### src/rtl/mips_pipe_pkg.sv
// Shared types and constants for the MIPS pipeline control slice.
package mips_pipe_pkg;

  // Hazard-controller sequencing states.
  typedef enum logic {
    RUN      = 1'b0,
    MEM_WAIT = 1'b1
  } pipe_state_t;

  // Register $zero is hard-wired and can never carry a load result.
  localparam int REG_ZERO = 0;

  // Enables and strobes for the five pipeline registers.
  typedef struct packed {
    logic pc_write;
    logic ifid_write;
    logic ifid_flush;
    logic idex_write;
    logic idex_bubble;
    logic exmem_write;
    logic exmem_bubble;
    logic memwb_bubble;
  } pipe_ctrl_t;

  // Advance every register with no bubbles.
  localparam pipe_ctrl_t CTRL_NORMAL    = '{pc_write: 1'b1, ifid_write: 1'b1, ifid_flush: 1'b0,
                                            idex_write: 1'b1, idex_bubble: 1'b0, exmem_write: 1'b1,
                                            exmem_bubble: 1'b0, memwb_bubble: 1'b0};
  // Freeze everything and drain a bubble into WB while memory is busy.
  localparam pipe_ctrl_t CTRL_MEM_STALL = '{pc_write: 1'b0, ifid_write: 1'b0, ifid_flush: 1'b0,
                                            idex_write: 1'b0, idex_bubble: 1'b0, exmem_write: 1'b0,
                                            exmem_bubble: 1'b0, memwb_bubble: 1'b1};
  // Kill the three instructions younger than the taken branch.
  localparam pipe_ctrl_t CTRL_FLUSH     = '{pc_write: 1'b1, ifid_write: 1'b1, ifid_flush: 1'b1,
                                            idex_write: 1'b1, idex_bubble: 1'b1, exmem_write: 1'b1,
                                            exmem_bubble: 1'b1, memwb_bubble: 1'b0};
  // Hold PC and IF/ID, insert a bubble behind the load.
  localparam pipe_ctrl_t CTRL_LU_STALL  = '{pc_write: 1'b0, ifid_write: 1'b0, ifid_flush: 1'b0,
                                            idex_write: 1'b1, idex_bubble: 1'b1, exmem_write: 1'b1,
                                            exmem_bubble: 1'b0, memwb_bubble: 1'b0};
  // Held while reset is asserted: nothing written, every stage cleared.
  localparam pipe_ctrl_t CTRL_RESET     = '{pc_write: 1'b0, ifid_write: 1'b0, ifid_flush: 1'b1,
                                            idex_write: 1'b0, idex_bubble: 1'b1, exmem_write: 1'b0,
                                            exmem_bubble: 1'b1, memwb_bubble: 1'b1};

endpackage

### src/rtl/pipe_lu_detect.sv
// Load-use hazard comparator: a load in EX feeding a source of the ID instruction.
module pipe_lu_detect
  import mips_pipe_pkg::*;
#(
  parameter int REG_W = 5
) (
  input  logic [REG_W-1:0] id_rs,
  input  logic [REG_W-1:0] id_rt,
  input  logic             id_uses_rt,
  input  logic             ex_memread,
  input  logic [REG_W-1:0] ex_rt,
  output logic             lu_hazard
);

  logic dest_live;
  logic rs_match;
  logic rt_match;

  // A load into $zero produces nothing that can be consumed.
  assign dest_live = ex_memread && (ex_rt != REG_W'(REG_ZERO));
  assign rs_match  = (ex_rt == id_rs);
  assign rt_match  = id_uses_rt && (ex_rt == id_rt);
  assign lu_hazard = dest_live && (rs_match || rt_match);

endmodule

### src/rtl/pipe_hazard_ctrl.sv
// Pipeline register sequencer: memory-wait freeze, branch flush, load-use stall,
// plus stall/flush statistics and a sticky memory-timeout flag.
module pipe_hazard_ctrl
  import mips_pipe_pkg::*;
#(
  parameter int REG_W    = 5,
  parameter int CNT_W    = 16,
  parameter int MAX_WAIT = 15
) (
  input  logic             clk,
  input  logic             rst,
  input  logic [REG_W-1:0] id_rs,
  input  logic [REG_W-1:0] id_rt,
  input  logic             id_uses_rt,
  input  logic             ex_memread,
  input  logic [REG_W-1:0] ex_rt,
  input  logic             mem_branch_taken,
  input  logic             mem_access,
  input  logic             mem_ready,
  output logic             pc_write,
  output logic             ifid_write,
  output logic             ifid_flush,
  output logic             idex_write,
  output logic             idex_bubble,
  output logic             exmem_write,
  output logic             exmem_bubble,
  output logic             memwb_bubble,
  output logic             mem_timeout,
  output logic [CNT_W-1:0] stall_cycles,
  output logic [CNT_W-1:0] flush_events
);

  localparam int WAIT_W = $clog2(MAX_WAIT + 1);
  localparam logic [WAIT_W-1:0] WAIT_MAX = WAIT_W'(MAX_WAIT);

  pipe_state_t       state, state_next;
  pipe_ctrl_t        ctrl;
  logic              lu_hazard;
  logic              mem_busy;
  logic              flush_now;
  logic [WAIT_W-1:0] wait_cnt;
  logic [WAIT_W-1:0] wait_inc;

  pipe_lu_detect #(.REG_W(REG_W)) u_lu_detect (
    .id_rs      (id_rs),
    .id_rt      (id_rt),
    .id_uses_rt (id_uses_rt),
    .ex_memread (ex_memread),
    .ex_rt      (ex_rt),
    .lu_hazard  (lu_hazard)
  );

  assign mem_busy  = mem_access && !mem_ready;
  assign flush_now = mem_branch_taken && !mem_busy;
  assign wait_inc  = (wait_cnt == WAIT_MAX) ? wait_cnt : wait_cnt + 1'b1;

  // State register.
  // NOTE: sequential state uses non-blocking assignments so every flop samples pre-edge values.
  always_ff @(posedge clk or posedge rst) begin
    if (rst) state <= RUN;
    else     state <= state_next;
  end

  // Next state and prioritised Mealy control: reset > mem wait > branch > load-use > normal.
  // NOTE: every output of this block gets a default first so no latch is inferred.
  always_comb begin
    state_next = state;
    ctrl       = CTRL_NORMAL;
    unique case (state)
      RUN:      if (mem_busy)  state_next = MEM_WAIT;
      MEM_WAIT: if (!mem_busy) state_next = RUN;
      default:  state_next = RUN;
    endcase
    if (rst)                   ctrl = CTRL_RESET;
    else if (mem_busy)         ctrl = CTRL_MEM_STALL;
    else if (mem_branch_taken) ctrl = CTRL_FLUSH;
    else if (lu_hazard)        ctrl = CTRL_LU_STALL;
  end

  // Memory-wait length tracking and sticky timeout.
  always_ff @(posedge clk or posedge rst) begin
    if (rst) begin
      wait_cnt    <= '0;
      mem_timeout <= 1'b0;
    end else if (state == MEM_WAIT && mem_busy) begin
      wait_cnt <= wait_inc;
      if (wait_inc == WAIT_MAX) mem_timeout <= 1'b1;
    end else if (!mem_busy) begin
      wait_cnt <= '0;
    end
  end

  // Saturating stall and flush statistics.
  always_ff @(posedge clk or posedge rst) begin
    if (rst) begin
      stall_cycles <= '0;
      flush_events <= '0;
    end else begin
      if (!ctrl.pc_write && stall_cycles != '1) stall_cycles <= stall_cycles + 1'b1;
      if (flush_now && flush_events != '1)      flush_events <= flush_events + 1'b1;
    end
  end

  assign pc_write     = ctrl.pc_write;
  assign ifid_write   = ctrl.ifid_write;
  assign ifid_flush   = ctrl.ifid_flush;
  assign idex_write   = ctrl.idex_write;
  assign idex_bubble  = ctrl.idex_bubble;
  assign exmem_write  = ctrl.exmem_write;
  assign exmem_bubble = ctrl.exmem_bubble;
  assign memwb_bubble = ctrl.memwb_bubble;

endmodule

### config.mk
export PLATFORM = sky130hd
export DESIGN_NAME = pipe_hazard_ctrl
export DESIGN_NICKNAME = d
export VERILOG_FILES = /design/src/rtl/mips_pipe_pkg.sv /design/src/rtl/pipe_lu_detect.sv /design/src/rtl/pipe_hazard_ctrl.sv
export SDC_FILE = /design/constraint.sdc
export NUM_CORES = 1
export LEC_CHECK = 0
export ABC_AREA = 0
export CAP_MARGIN = 20
export CORE_MARGIN = 3
export CORE_UTILIZATION = 42
export DETAILED_ROUTE_END_ITERATION = 8
export HOLD_SLACK_MARGIN = 0.1
export PLACE_DENSITY_LB_ADDON = 0.3
export SYNTH_ARGS = -nofsm -noshare
export SYNTH_HDL_FRONTEND = slang
export SYNTH_SLANG_ARGS = --single-unit
export TNS_END_PERCENT = 5
### constraint.sdc
create_clock -name clk -period 2 [get_ports clk]
set_clock_uncertainty 0.05 [all_clocks]
set_input_delay 0.2 -clock clk [delete_from_list [all_inputs] [get_ports clk]]
set_output_delay 0.2 -clock clk [all_outputs]
set_load 0.005 [all_outputs]
==> out/qor.txt <==
Leakage = 0.00134 uW
RSZ-0062 raised after global routing = yes
Post-synth EDFFs = 0
Syn_area_per_cell = 10.3 sq um
Ys Warns = 0
Die height = 75.0 microns
Startpoint Class = flip-flop
Netlist cell types = 38
Slew Limit Headroom = 0.674
Die Area = 0.00562 sq mm
Synth async-reset ratio = 1.00
Critical path's slowest cell = nor4_4
Max-slew violations = 0
PD cells = 985 mW/mm^2
Post-layout instance area = 0.00309 sq mm
Port buffer count = 62
First DRT Iteration DRCs = 67
Fillers = 356
Met3 Usage GRT = 0.0401
Max Cap Violations = 0
Reg-to-reg critical path startpoint = stall_cycles[8]$_DFFE_PP0P_
Final Hold Fails = 0
Max Fanout on Critical Path = 15
Clock Path Buffers = 2
Final wirelength = 4920 microns
Final GP Congestion = 0.785
GRT Residual Overflow = 0
First-pass GRT wire length = 8250 microns
Nets = 318
Initial antenna violation count = 0
Final Setup Violations = 0
Setup slack after layout = 50.5 ps
Via count = 1774
DP Area = 0.00291 sq mm
GR peak layer = met2
Detailed Place HPWL = 3580 microns
Vias per cell = 5.14
Cells after synthesis = 195
WL/cell = 14.3 microns
CP Capture Type = flip-flop
Tcrit/Tclk final = 0.975
Initial Utilization = 0.447
WP buf/inv = 1
Root buf cell = clkbuf_8
Tmin final = 1950 ps
Sequential share of the synthesized area = 0.476
CTS tree = built
Inst Count DP = 338
Worst slew pin tran = 489 ps
# DRC = 0
Vias in the first global route = 1755
Cell Count, Final, Fillers Out = 345
Reg clk slew, reported paths = 70 ps
M1 GR Usage = 0.261
Core box area = 0.00447 sq mm
ANT nets after route = 0
CP startpoint = stall_cycles[8]$_DFFE_PP0P_
Row count = 24
FMAX = 513 MHz
Ports = 63
Critical path required time = 2120 ps
Cells along the critical path = nand4_2 > nor4_4 > a311oi_2 > a21oi_2 > buf_12 > mux2_1
Worst hold-check path type = in2async
Clock sink count = 38
Syn Nets = 220
Largest net degree at the start of global routing = 39
Status = finished, final reports clean
WS Path Type = reg2reg
Post-synth top flop = dfrtp_1
Seq cells post-synth = 38
Chip width = 75.0 microns
Setup Buffers After CTS = 0
Synth-to-Final Area Change = 54.3%
Top delay family on crit path = simple AND/OR/NAND/NOR gates
Total track usage = 0.191
Peak supply drop = 0.000725 V
Hold_buf cts = 0
Share of cells above drive strength 1 = 0.215
DP Worst Slack = -486 ps
Drt first pass iters = 4
Synth Cell Area = 0.00200 sq mm
CP arrival = 2070 ps
Clk Latency, worst-skew pair = 280 ps
Ant diodes = 0
Met2 usage in global routing = 0.304
Largest stage delay on the critical path = 410 ps
Cts bufs inserted = 5
# H-tree levels = 2
## timing repair
action	CTS	global route
resized for setup	22	11
hold endpoints to repair	0	0
pin swaps	3	2
setup endpoints to repair	15	17
## state kept, by name, summed over array words and instances (netlist names)
name	flops
mem_timeout	1
state	1
flush_events	16
stall_cycles	16
wait_cnt	4
## worst register-to-register path: stages, from the launching register on
cell	delay, ps
dfrtp_1	370
nand4_2	150
nor4_4	410
a311oi_2	160
a21oi_2	210
buf_12	170
mux2_1	320
## layer usage
layer  up-vias  wire, microns
li1        862              -
met1       853           2200
met2        51           2410
met3         8            223
met4         0             85
met5         -              0
## layout by cell type (no fill, tap or decap), drive strengths merged, types with 2 or more instances in the layout
cell type       n
o21ai           3
and3            4
xnor2          26
xor2           16
dfrtp          38
clkbuf          6
mux2            2
clkdlybuf4s50  54
mux2i           2
nor3            9
nand3          10
nand2b          2
or2             2
a21oi           3
nand2          15
nand4          12
dlygate4sd2     4
nor2           14
nor4            5
nor3b           2
buf            36
ha              3
inv            13
## area by class of cell
cell class | count | area, sq um | share of cell area
sequential | 38 | 951 | 0.308
clock buffer | 6 | 82.6 | 0.0268
clock inverter | 1 | 30.0 | 0.00973
multi-input combinational | 140 | 1040 | 0.338
tap | 52 | 65.1 | 0.0211
inverter | 13 | 51.3 | 0.0166
timing repair buffer | 95 | 863 | 0.280
## final timing paths
check                           slack (ps)  depth (start not counted)                      endpoint
worst max-delay path                    50                          6   stall_cycles[1]$_DFFE_PP0P_
worst min-delay path                   420                          3       mem_timeout$_DFFE_PP0P_
worst max register to register          50                          6   stall_cycles[1]$_DFFE_PP0P_
worst min register to register         420                          1       mem_timeout$_DFFE_PP0P_
max in group asynchronous             1130                          3  stall_cycles[10]$_DFFE_PP0P_
min in group clk                       420                          1       mem_timeout$_DFFE_PP0P_
## cells in the mapped netlist, drive strengths merged (3+ instances only)
master / n / share of area
nand4: 12 / 0.041
nand3: 10 / 0.025
nand2: 15 / 0.028
dfrtp: 38 / 0.48
xor2: 16 / 0.070
inv: 13 / 0.024
xnor2: 26 / 0.11
nor2: 14 / 0.026
o21ai: 3 / 0.0075
buf: 4 / 0.017
a21oi: 3 / 0.0094
nor3: 9 / 0.023
and3: 4 / 0.013
nor4: 5 / 0.026
ha: 3 / 0.019
## per-stage QoR
stage / hold slack (ps) / total power [uW] / TNS (ps) / util
6_report: 420 / 3040 / 0 / 0.690
4_1_cts: 408 / 3070 / -61.4 / 0.680
3_3_place_gp: 405 / 2350 / -5470 / 0.651
2_1_floorplan: 348 / 1610 / 0 / -
5_1_grt: 447 / 3250 / -152 / 0.690
3_5_place_dp: 411 / 2380 / -5960 / 0.651
## power by group
group | leakage (uW) | switching (uW) | internal (uW)
combinational | 0.000816 | 492 | 746
sequential | 0.000465 | 179 | 964
clock | 0.0000573 | 259 | 399
## logic make-up (layout without fill, tap and decap cells)
logic type	count (synthesis)	after routing	share of synthesized area
buffers and inverters	17	115	0.0413
AO/OA/AOI/OAI	13	13	0.0438
XOR/XNOR	42	42	0.184
flip-flops	38	38	0.476
AND/OR/NAND/NOR	78	78	0.215
adder cells (fa/ha/maj)	3	3	0.0188
multiplexers	4	4	0.0213
Note: power is estimated with default switching activity, not from simulation.
